--- config.mk ---
export PLATFORM = sky130hd
export DESIGN_NAME = video_timing_gen
export DESIGN_NICKNAME = d
export VERILOG_FILES = /design/src/rtl/video_timing_pkg.sv /design/src/rtl/timing_axis_counter.sv /design/src/rtl/video_timing_gen.sv
export SDC_FILE = /design/constraint.sdc
export NUM_CORES = 1
export LEC_CHECK = 0
export ABC_CLOCK_PERIOD_IN_PS = 3300
export CAP_MARGIN = 5
export CORE_AREA = 2 2 61 63
export DETAILED_ROUTE_END_ITERATION = 8
export DIE_AREA = 0 0 63 65
export PLACE_DENSITY = 0.62
export RECOVER_POWER = 100
export SETUP_SLACK_MARGIN = 0.05
export SYNTH_ARGS = -nofsm -noshare
export SYNTH_HDL_FRONTEND = slang
export SYNTH_SLANG_ARGS = --single-unit
--- constraint.sdc ---
create_clock -name i_clk -period 3.3 [get_ports i_clk]
set_input_delay 0.66 -clock i_clk [delete_from_list [all_inputs] [get_ports i_clk]]
set_output_delay 0.66 -clock i_clk [all_outputs]
set_load 0.01 [all_outputs]
--- src/rtl/video_timing_pkg.sv ---
// Shared constants and types for the video timing generator.
// Holds the 640x480@60 segment lengths, the sync polarity encoding and a
// helper that applies a polarity to a raw in-pulse flag.
package video_timing_pkg;

    localparam int unsigned VGA_H_ACTIVE      = 640;
    localparam int unsigned VGA_H_FRONT_PORCH = 16;
    localparam int unsigned VGA_H_SYNC_PULSE  = 96;
    localparam int unsigned VGA_H_BACK_PORCH  = 48;
    localparam int unsigned VGA_V_ACTIVE      = 480;
    localparam int unsigned VGA_V_FRONT_PORCH = 10;
    localparam int unsigned VGA_V_SYNC_PULSE  = 2;
    localparam int unsigned VGA_V_BACK_PORCH  = 33;
    localparam int unsigned VGA_CNT_W         = 10;

    typedef enum logic {
        SYNC_ACTIVE_LOW  = 1'b0,
        SYNC_ACTIVE_HIGH = 1'b1
    } sync_pol_e;

    // Active level equals the polarity bit; inactive level is its inverse.
    function automatic logic sync_level(input sync_pol_e pol, input logic raw);
        return raw ~^ logic'(pol);
    endfunction

endpackage

--- src/rtl/timing_axis_counter.sv ---
// One axis (horizontal or vertical) of the video timing generator.
// Ports:
//   clk_i, rst_ni : clock, asynchronous active-low reset
//   en_i          : advance the count by one (wraps at ACTIVE+FP+SP+BP-1)
//   wrap_o        : high when this enabled cycle wraps the count to 0
//   count_o       : registered count value
//   next_o        : next-state count, for zero-lag decode in the parent
//   pulse_o       : registered raw in-sync-pulse flag, decoded from next_o
module timing_axis_counter #(
    parameter int unsigned ACTIVE = 640,
    parameter int unsigned FP     = 16,
    parameter int unsigned SP     = 96,
    parameter int unsigned BP     = 48,
    parameter int unsigned W      = 10
) (
    input  logic         clk_i,
    input  logic         rst_ni,
    input  logic         en_i,
    output logic         wrap_o,
    output logic [W-1:0] count_o,
    output logic [W-1:0] next_o,
    output logic         pulse_o
);

    localparam int unsigned TOTAL      = ACTIVE + FP + SP + BP;
    localparam int unsigned SYNC_START = ACTIVE + FP;
    localparam int unsigned SYNC_END   = ACTIVE + FP + SP;

    if (ACTIVE == 0 || FP == 0 || SP == 0 || BP == 0 ||
        longint'(TOTAL) > (longint'(1) << W)) begin : g_bad_cfg
        $error("timing_axis_counter: zero segment or total exceeds counter range");
    end

    logic [W-1:0] count_q, count_d;
    logic         pulse_q, pulse_d;

    always_comb begin
        wrap_o  = en_i && (count_q == W'(TOTAL - 1));
        count_d = count_q;
        if (en_i) begin
            count_d = wrap_o ? '0 : count_q + 1'b1;
        end
        pulse_d = (count_d >= W'(SYNC_START)) && (count_d < W'(SYNC_END));
    end

    // Pulse only refreshes on an advance, so it never moves without the count.
    always_ff @(posedge clk_i or negedge rst_ni) begin
        if (!rst_ni) begin
            count_q <= '0;
            pulse_q <= 1'b0;
        end else if (en_i) begin
            count_q <= count_d;
            pulse_q <= pulse_d;
        end
    end

    assign count_o = count_q;
    assign next_o  = count_d;
    assign pulse_o = pulse_q;

endmodule

--- src/rtl/video_timing_gen.sv ---
// Raster timing generator: pixel/line counters with sync, data-enable and
// line/frame start strobes, all registered and aligned to the counters.
// Ports:
//   i_clk, i_rst_n : pixel clock, asynchronous active-low reset
//   i_pixEn        : pixel advance enable
//   o_hCount/o_vCount : current column / line
//   o_hsync/o_vsync   : polarity-applied sync
//   o_de              : visible-region flag
//   o_lineStart/o_frameStart : one-cycle strobes at column 0 / pixel (0,0)
module video_timing_gen
    import video_timing_pkg::*;
#(
    parameter int unsigned H_ACTIVE      = VGA_H_ACTIVE,
    parameter int unsigned H_FRONT_PORCH = VGA_H_FRONT_PORCH,
    parameter int unsigned H_SYNC_PULSE  = VGA_H_SYNC_PULSE,
    parameter int unsigned H_BACK_PORCH  = VGA_H_BACK_PORCH,
    parameter int unsigned V_ACTIVE      = VGA_V_ACTIVE,
    parameter int unsigned V_FRONT_PORCH = VGA_V_FRONT_PORCH,
    parameter int unsigned V_SYNC_PULSE  = VGA_V_SYNC_PULSE,
    parameter int unsigned V_BACK_PORCH  = VGA_V_BACK_PORCH,
    parameter bit          H_POLARITY    = 1'b0,
    parameter bit          V_POLARITY    = 1'b0,
    parameter int unsigned CNT_W         = VGA_CNT_W
) (
    input  logic             i_clk,
    input  logic             i_rst_n,
    input  logic             i_pixEn,
    output logic [CNT_W-1:0] o_hCount,
    output logic [CNT_W-1:0] o_vCount,
    output logic             o_hsync,
    output logic             o_vsync,
    output logic             o_de,
    output logic             o_lineStart,
    output logic             o_frameStart
);

    localparam sync_pol_e H_POL = sync_pol_e'(H_POLARITY);
    localparam sync_pol_e V_POL = sync_pol_e'(V_POLARITY);

    logic             h_wrap, v_wrap;
    logic [CNT_W-1:0] h_next, v_next;
    logic             h_pulse, v_pulse;
    logic             de_q, de_d;
    logic             line_q, line_d;
    logic             frame_q, frame_d;

    timing_axis_counter #(
        .ACTIVE (H_ACTIVE),
        .FP     (H_FRONT_PORCH),
        .SP     (H_SYNC_PULSE),
        .BP     (H_BACK_PORCH),
        .W      (CNT_W)
    ) u_h_axis (
        .clk_i   (i_clk),
        .rst_ni  (i_rst_n),
        .en_i    (i_pixEn),
        .wrap_o  (h_wrap),
        .count_o (o_hCount),
        .next_o  (h_next),
        .pulse_o (h_pulse)
    );

    // Lines advance only on the cycle the column counter wraps.
    timing_axis_counter #(
        .ACTIVE (V_ACTIVE),
        .FP     (V_FRONT_PORCH),
        .SP     (V_SYNC_PULSE),
        .BP     (V_BACK_PORCH),
        .W      (CNT_W)
    ) u_v_axis (
        .clk_i   (i_clk),
        .rst_ni  (i_rst_n),
        .en_i    (h_wrap),
        .wrap_o  (v_wrap),
        .count_o (o_vCount),
        .next_o  (v_next),
        .pulse_o (v_pulse)
    );

    always_comb begin
        de_d    = (h_next < CNT_W'(H_ACTIVE)) && (v_next < CNT_W'(V_ACTIVE));
        line_d  = h_wrap;
        frame_d = h_wrap && v_wrap;
    end

    // Strobes clear on any disabled cycle; de holds with the counters.
    always_ff @(posedge i_clk or negedge i_rst_n) begin
        if (!i_rst_n) begin
            de_q    <= 1'b0;
            line_q  <= 1'b0;
            frame_q <= 1'b0;
        end else begin
            line_q  <= line_d;
            frame_q <= frame_d;
            if (i_pixEn) begin
                de_q <= de_d;
            end
        end
    end

    assign o_de         = de_q;
    assign o_lineStart  = line_q;
    assign o_frameStart = frame_q;
    assign o_hsync      = sync_level(H_POL, h_pulse);
    assign o_vsync      = sync_level(V_POL, v_pulse);

endmodule

=== Word level (Yosys, flattened, before mapping) ===
Index checks and enable logic that the tools add are counted.

* Register bits after elaboration: 25
* Bits of input ports: 3
* Output and inout bits: 25

* Add/sub/neg operators: 2
* $lt $le $gt $ge: 6
* Eq/ne operators: 2
* Mux-type cells: 4
* Bitwise operators: 2
* Reduce and logical (&&, ||, !) cells: 6

{| class="wikitable"
|+ Operators with widths
! operator !! count
|-
| 10-bit 2-to-1 mux || 4
|-
| 10-bit by 1-bit adder with 10-bit output (second input constant) || 2
|-
| 10-bit == test (second input constant) || 2
|-
| 10-bit less-than comparator (second input constant) || 2
|-
| 10-bit by 9-bit less-than comparator with 1-bit output (second input constant) || 2
|-
| 10-bit greater-or-equal comparator (second input constant) || 1
|-
| 10-bit by 9-bit greater-or-equal comparator with 1-bit output (second input constant) || 1
|-
| 1-bit logical AND || 6
|-
| 1-bit NOT || 2
|}

=== Logic depth before layout (Yosys ltp) ===
* Depth in word-level cells: 7
* Depth in mapped cells: 9
* Gate-level depth less buffers: 8

=== Hierarchy ===
From an unflattened synthesis, not the netlist that was laid out.

* Cells, all modules: 172
* Area total of the unflattened synthesis: 1681.6 um^2

{| class="wikitable"
|+ Modules (own cells, without submodules)
! module !! times used !! cells an instance !! area an instance (um^2) !! seq. area each (um^2)
|-
| timing_axis_counter at u_h_axis || 1 || 77 || 795.8 || 275.3
|-
| timing_axis_counter at u_v_axis || 1 || 84 || 765.7 || 275.3
|-
| video_timing_gen || 1 || 11 || 120.1 || 75.1
|}

=== Worst setup path after synthesis ===
No wires, ideal clock.

* Path kind: register -> register
* Start: register u_h_axis.count_q[5], in the netlist u_h_axis.count_o[5]
* End: register de_q, in the netlist o_de
* Library setup time: 139 ps
* Arrival: 2199 ps
* Required time: 3161 ps
* Setup slack: 962 ps
* Stages on the path, launching flop included: 9
* Path buffers: 1
* Clock period less this slack: 2338 ps
* Cell sequence: dfrtp_1 > or4b_4 > or3_4 > inv_2 > buf_4 > nand2_1 > or3_1 > o21ai_2 > o32ai_1

* Word-level cells in the longest chain between the ends: 7
* Elaborated cells between the ends (all ways): 11

{| class="wikitable"
|+ Ends and longest elaborated chain
! item !! line !! source
|-
| start: declaration || timing_axis_counter.sv:34 || <nowiki>logic [W-1:0] count_q, count_d;</nowiki>
|-
| start signal: assignment || timing_axis_counter.sv:52 || <nowiki>count_q <= count_d;</nowiki>
|-
| 10-bit == test (*) || timing_axis_counter.sv:38 || <nowiki>wrap_o = en_i && (count_q == W'(TOTAL - 1));</nowiki>
|-
| 1-bit logical AND (*) || timing_axis_counter.sv:38 ||
|-
| via h_wrap || video_timing_gen.sv:40 || <nowiki>logic h_wrap, v_wrap;</nowiki>
|-
| 1-bit logical AND || timing_axis_counter.sv:38 ||
|-
| 10-bit 2-to-1 mux || timing_axis_counter.sv:41 || <nowiki>count_d = wrap_o ? '0 : count_q + 1'b1;</nowiki>
|-
| 10-bit 2-to-1 mux || timing_axis_counter.sv:40 || <nowiki>if (en_i) begin</nowiki>
|-
| 10-bit by 9-bit less-than comparator with 1-bit output || video_timing_gen.sv:81 || <nowiki>de_d = (h_next < CNT_W'(H_ACTIVE)) && (v_next < CNT_W'(V_ACTIVE));</nowiki>
|-
| 1-bit logical AND (*) || video_timing_gen.sv:81 ||
|-
| end signal: assignment || video_timing_gen.sv:89 || <nowiki>de_q <= 1'b0;</nowiki>
|-
| end signal: assignment || video_timing_gen.sv:96 || <nowiki>de_q <= de_d;</nowiki>
|-
| end: declaration || video_timing_gen.sv:43 || <nowiki>logic de_q, de_d;</nowiki>
|}

The timed path passes the listed nets; every way through them passes the cells marked *.
A chain may end at the register's enable or synchronous reset.

=== Worst setup path in the final report ===
* Start: register u_h_axis.count_q[5], in the netlist u_h_axis.count_o[5]
* End: register u_v_axis.pulse_q, in the netlist u_v_axis.pulse_o

* Word-level cells in the longest chain between the ends: 7
* Elaborated cells between the ends (all ways): 8

{| class="wikitable"
|+ Ends and longest elaborated chain
! item !! line !! source
|-
| 10-bit == test (*) || timing_axis_counter.sv:38 ||
|-
| 1-bit logical AND (*) || timing_axis_counter.sv:38 ||
|-
| 1-bit logical AND || timing_axis_counter.sv:38 ||
|-
| 10-bit 2-to-1 mux || timing_axis_counter.sv:41 ||
|-
| 10-bit 2-to-1 mux || timing_axis_counter.sv:40 ||
|-
| 10-bit by 9-bit greater-or-equal comparator with 1-bit output / 10-bit by 9-bit less-than comparator with 1-bit output (equally long branches) || timing_axis_counter.sv:43 || <nowiki>pulse_d = (count_d >= W'(SYNC_START)) && (count_d < W'(SYNC_END));</nowiki>
|-
| 1-bit logical AND || timing_axis_counter.sv:43 ||
|-
| end signal: assignment || timing_axis_counter.sv:53 || <nowiki>pulse_q <= pulse_d;</nowiki>
|-
| end: declaration || timing_axis_counter.sv:35 || <nowiki>logic pulse_q, pulse_d;</nowiki>
|}

Mark *: on every way between the ends. The rest lies on a longest branch, timed or not.

==> metrics.md <==
| Metric | Value |
|---|---|
| Status | `finished clean` |
| Post-synth EDFFs | `0` |
| Hold-fix buffers at CTS | `0` |
| Root buffer cell | `clkbuf_4` |
| Initial Util | `37.87%` |
| IO Port Bufs | `27` |
| Most frequent cells in the layout | `dlygate4sd3_1, dfrtp_1, nand2_1` |
| Share of layout cells above drive strength 1 | `5.422%` |
| Drt pass-1 iters | `4` |
| Final Hold Fails | `0` |
| Clk pin slew, worst setup/hold paths | `130 ps` |
| Die X | `63 um` |
| Final Setup Violations | `0` |
| Worst-Skew Late Latency | `310 ps` |
| Die height | `65 um` |
| Largest stage delay, worst path | `570 ps` |
| Final ANT Viol Nets | `0` |
| Synthesized flop and latch total | `25` |
| Antenna cell count | `0` |
| Hold crit path type | `flop to flop` |
| Register area share after synthesis | `47.26%` |
| Gp weighted congestion | `0.8109` |
| DR iter-0 viols | `33` |
| Area delta synth->final | `24.76%` |
| Clock Path Buffers | `2` |
| Finished Layout Cells | `214` |
| Setup TNS | `0 ps` |
| Crit path DAT | `3060 ps` |
| Clock Sink Count | `25` |
| Htree depth | `1` |
| Ys flop type | `dfrtp_1` |
| LEAKAGE | `0.7469 nW` |
| R2r setup slk | `470 ps` |
| Startpoint types | `flop` |
| Ys Warns | `0` |
| Synthesized area | `0.001324 mm2` |
| Placed wire-length estimate | `2106 um` |
| Synth Net Count | `144` |
| Core Rows | `22` |
| CTS buffer count | `3` |
| Area of the core | `0.003496 mm2` |
| CTS tree | `yes` |
| Rel. slew slack | `13.61%` |
| Peak Freq | `353.9 MHz` |
| Vias in the first global route | `1115` |
| Most common cell after layout, fill and taps aside | `dlygate4sd3_1` |
| VDD IR max | `0.2975 mV` |
| PD cells | `436.5 mW/mm2` |
| Final period utilization | `85.61%` |
| Max-slew violations | `0` |
| Postcts setup bufs | `0` |
| Initial antenna violation count | `0` |
| Largest net degree at the start of global routing | `26` |
| Multi-input gate area | `620.6 um2` |
| Async SR Flop Fraction | `100.0%` |
| Routed WL | `2892 um` |
| Type of destination of the critical path | `flop` |
| Unrepaired setup endpoints after global routing | `no` |
| Full die area | `0.004095 mm2` |
| Min Tclk post-route | `2825 ps` |
| Via density | `5.332` |
| CP most frequent cell | `or3_1` |
| DR WL/cell | `13.51 um` |
| Final #Nets | `173` |
| Syn Inst Count | `138` |
| First-pass GRT wire length | `5085 um` |
| Total gr overflow | `0` |
| I/O pins | `28` |
| Yosys top cell by area | `dfrtp_1` |
| Synth unique cells | `35` |
| Post-synth top area share | `47.26%` |
| Worst Path Required | `3530 ps` |
| Total GRT Usage | `15.56%` |
| DRC | `0` |
| Clock Skew | `2.555 ps` |
| Max-cap violation count | `0` |
| Crit path buf inv count | `1` |
| Sequential Area | `625.6 um2` |
| Worst slew pin tran | `1296 ps` |
| Fillers | `360` |
| Placed Cells incl. Taps | `210` |
| Worst-path fanout max | `12` |
| Via count | `1141` |
| Slowest-stage cell, CP | `or4b_4` |
| Synth area leaders | `dfrtp_1, nand4_1, xor2_1` |
| Worst Setup Path Type | `flop to flop` |
| Cell Chain, Critical Path | `or4b_4 > or3_1 > inv_2 > nand3_1 > xor2_1 > or3_1 > o31ai_2` |
| Family with the most delay on the worst path | `simple AND/OR/NAND/NOR gates` |
| Post-cts resize count | `0` |
| Syn avg cell area | `9.593 um2` |
==> layout make-up <==
cell class,instances,share of cell area [%]
repair buffers,29,16.82
flip-flops and latches,25,37.88
clock buffers,4,1.591
multi-input cells,97,37.58
inverters,11,2.500
well taps,48,3.636
==> metal layers <==
layer,wire length [um],GRT usage (%),vias up
li1,-,-,549
met2,1369,25.53,33
met5,0,0,-
met4,29,5.833,0
met3,120,2.778,4
met1,1373,20.56,555
==> synth_stat cells, types with 2 or more instances <==
| library cell | number |
|---|---|
| o32ai_1 | 2 |
| nand3_1 | 7 |
| o21ai_0 | 9 |
| dfrtp_1 | 25 |
| mux2i_1 | 2 |
| nor2_1 | 8 |
| and3_1 | 4 |
| xnor2_1 | 5 |
| nand2_1 | 13 |
| o31ai_1 | 3 |
| or3_1 | 4 |
| nor4_1 | 2 |
| nand4_1 | 9 |
| mux2_2 | 2 |
| nor3_1 | 4 |
| ha_1 | 3 |
| clkbuf_1 | 4 |
| xor2_1 | 6 |
| inv_1 | 10 |
==> kinds of logic (layout without fill, tap and decap cells) <==
| group | count (synthesis) | in the layout | synth area share [%] |
|---|---|---|---|
| fa+ha+maj | 3 | 3 | 2.836 |
| xor+xnor | 11 | 11 | 7.278 |
| mux | 4 | 4 | 3.214 |
| flops | 25 | 25 | 47.26 |
| buf+inv | 16 | 44 | 4.820 |
| compound gates | 21 | 21 | 10.68 |
| simple gates | 58 | 58 | 23.91 |
==> final timing paths <==
check | cells past startpoint | start | to
max | 7 | u_h_axis.count_o[5] | u_v_axis.pulse_o
min reg2reg | 2 | u_v_axis.pulse_o | u_v_axis.pulse_o
max reg2reg | 7 | u_h_axis.count_o[5] | u_v_axis.pulse_o
min | 2 | u_v_axis.pulse_o | u_v_axis.pulse_o
max in group asynchronous | 2 | i_rst_n | u_v_axis.count_o[5]
min in group asynchronous | 2 | i_rst_n | u_v_axis.count_o[1]
==> registers in the layout, indices dropped and copies added, names as in the netlist <==
| signal | flops |
|---|---|
| o_de | 1 |
| u_v_axis.count_o | 10 |
| o_lineStart | 1 |
| u_h_axis.count_o | 10 |
| u_h_axis.pulse_o | 1 |
| o_frameStart | 1 |
| u_v_axis.pulse_o | 1 |
==> metrics by stage <==
| stage | area, um2 | util, % | setup WS, ps | hold WS [ps] | total power, W |
|---|---|---|---|---|---|
| 2_1_floorplan | 1324 | - | 961.5 | 364.4 | 0.0004976 |
| 3_3_place_gp | 1647 | 47.10 | 564.7 | 494.6 | 0.0006101 |
| 3_5_place_dp | 1647 | 47.10 | 488.8 | 496.8 | 0.0006073 |
| 4_1_cts | 1673 | 47.85 | 640.1 | 527.7 | 0.0007485 |
| 5_1_grt | 1652 | 47.24 | 214.9 | 542.4 | 0.0007699 |
| 6_report | 1652 | 47.24 | 474.7 | 517.0 | 0.0007210 |
==> worst min-delay path, stage by stage (launching register included) <==
cell,delay (ps)
dfrtp_1,380
nand2_1,60
o31ai_2,50
==> power by group <==
group          internal (W)  total, W  switching, W
combinational      0.000100  0.000185     0.0000846
clock             0.0000472  0.000134     0.0000873
sequential         0.000343  0.000402     0.0000586
No activity file was read; power rests on OpenSTA's default activity.
==> RTL change, RTL diff (same settings) <==
Change the parameter `H_POLARITY` from 1'b0 to 1'b1.
--- a/src/rtl/video_timing_gen.sv
+++ b/src/rtl/video_timing_gen.sv
@@ -18,7 +18,7 @@
     parameter int unsigned V_FRONT_PORCH = VGA_V_FRONT_PORCH,
     parameter int unsigned V_SYNC_PULSE  = VGA_V_SYNC_PULSE,
     parameter int unsigned V_BACK_PORCH  = VGA_V_BACK_PORCH,
-    parameter bit          H_POLARITY    = 1'b0,
+    parameter bit          H_POLARITY    = 1'b1,
     parameter bit          V_POLARITY    = 1'b0,
     parameter int unsigned CNT_W         = VGA_CNT_W
 ) (
Formal check against the unedited RTL: not equivalent (a bounded check fails within 4 cycles, from zero or initial values and one cycle with i_rst_n low).
==> RTL change against the original RTL <==
- total power fell by 0.55%
- sequential cell count unchanged
- synthesized cell count fell by 7.2%
- area after synthesis is 0.38% lower
- final cell count down 4.2%
- critical path depth is 1 higher
- wire length fell by 3.5%
- final area about the same
- worst hold slack lost 0.010 ns
- global-route usage is 0.17 points lower
- first-iteration DRC count fell by 61%
- worst setup slack gained 0.19 ns
==> RTL change: results (changes against the original RTL) <==
status=finished, final reports clean; DP Wirelength=2.09 mm (-0.76%); top cells by area, synth=dfrtp_1, xnor2_1, o21ai_0, nand2_1, ha_1; Psw=230 uW (-0.39%); Slew headroom=13.9% (+0.26 points); Critical-path top delay cell=inv_1; multi-input gates=93 (-4.1%); clk cell area share=1.59% (about the same); total vias in the final route=1061 (-7.0%); CP Max Fanout=16 (+4); R2R setup slack=0.66 ns (+0.19 ns); layout cell share with drive strength beyond 1=6.37% (+0.95 points); Critical Path AT=2.87 ns (-0.19 ns); Final Skew=0.0101 ns (+0.00759 ns); vias in the first global route=1036 (-7.1%); worst hold path endpoint=o_de$_DFFE_PN0P_; pre-CTS setup slack=0.739 ns (+0.251 ns); Layout non-clock buf frac=16.8% (about the same); adder-cell share of the synthesized area=2.85% (+0.011 points); register area share after synthesis=47.4% (+0.18 points); first-pass GRT wire length=4.97 mm (-2.2%); worst vdd ir=0.000309 V (+3.9%); Leakage=0.762 nW (+2.0%); post-synthesis mux area share=1.61% (-1.6 points); area taken by multi-input logic gates=638 sq um (+2.8%); complex-gate fraction of the synthesized area=12.0% (+1.4 points); Unique masters post-synth=38 (+8.6%)
==> RTL change: per-layer routing <==
metal	routed length [um]	global-route usage, %	vias to the layer above
met4	56	8.89	0
met3	80	2.43	4
met5	0	0	-
li1	-	-	518
met2	1310	23.5	16
met1	1340	20.7	523
==> RTL change: power by group through the flow <==
stage | clock network (mW) | logic [mW] | registers, mW
2_1_floorplan | 0 | 0.0815 | 0.409
6_report | 0.137 | 0.187 | 0.393
4_1_cts | 0.144 | 0.206 | 0.394
3_3_place_gp | 0 | 0.203 | 0.399
5_1_grt | 0.155 | 0.208 | 0.399
3_5_place_dp | 0 | 0.203 | 0.402
==> RTL change: metrics by stage <==
stage	cell area, sq um	std cells	hold slack (ns)
2_1_floorplan	1320	128	0.364
3_3_place_gp	1650	201	0.489
3_5_place_dp	1650	201	0.475
4_1_cts	1670	205	0.517
5_1_grt	1650	205	0.541
6_report	1650	205	0.507
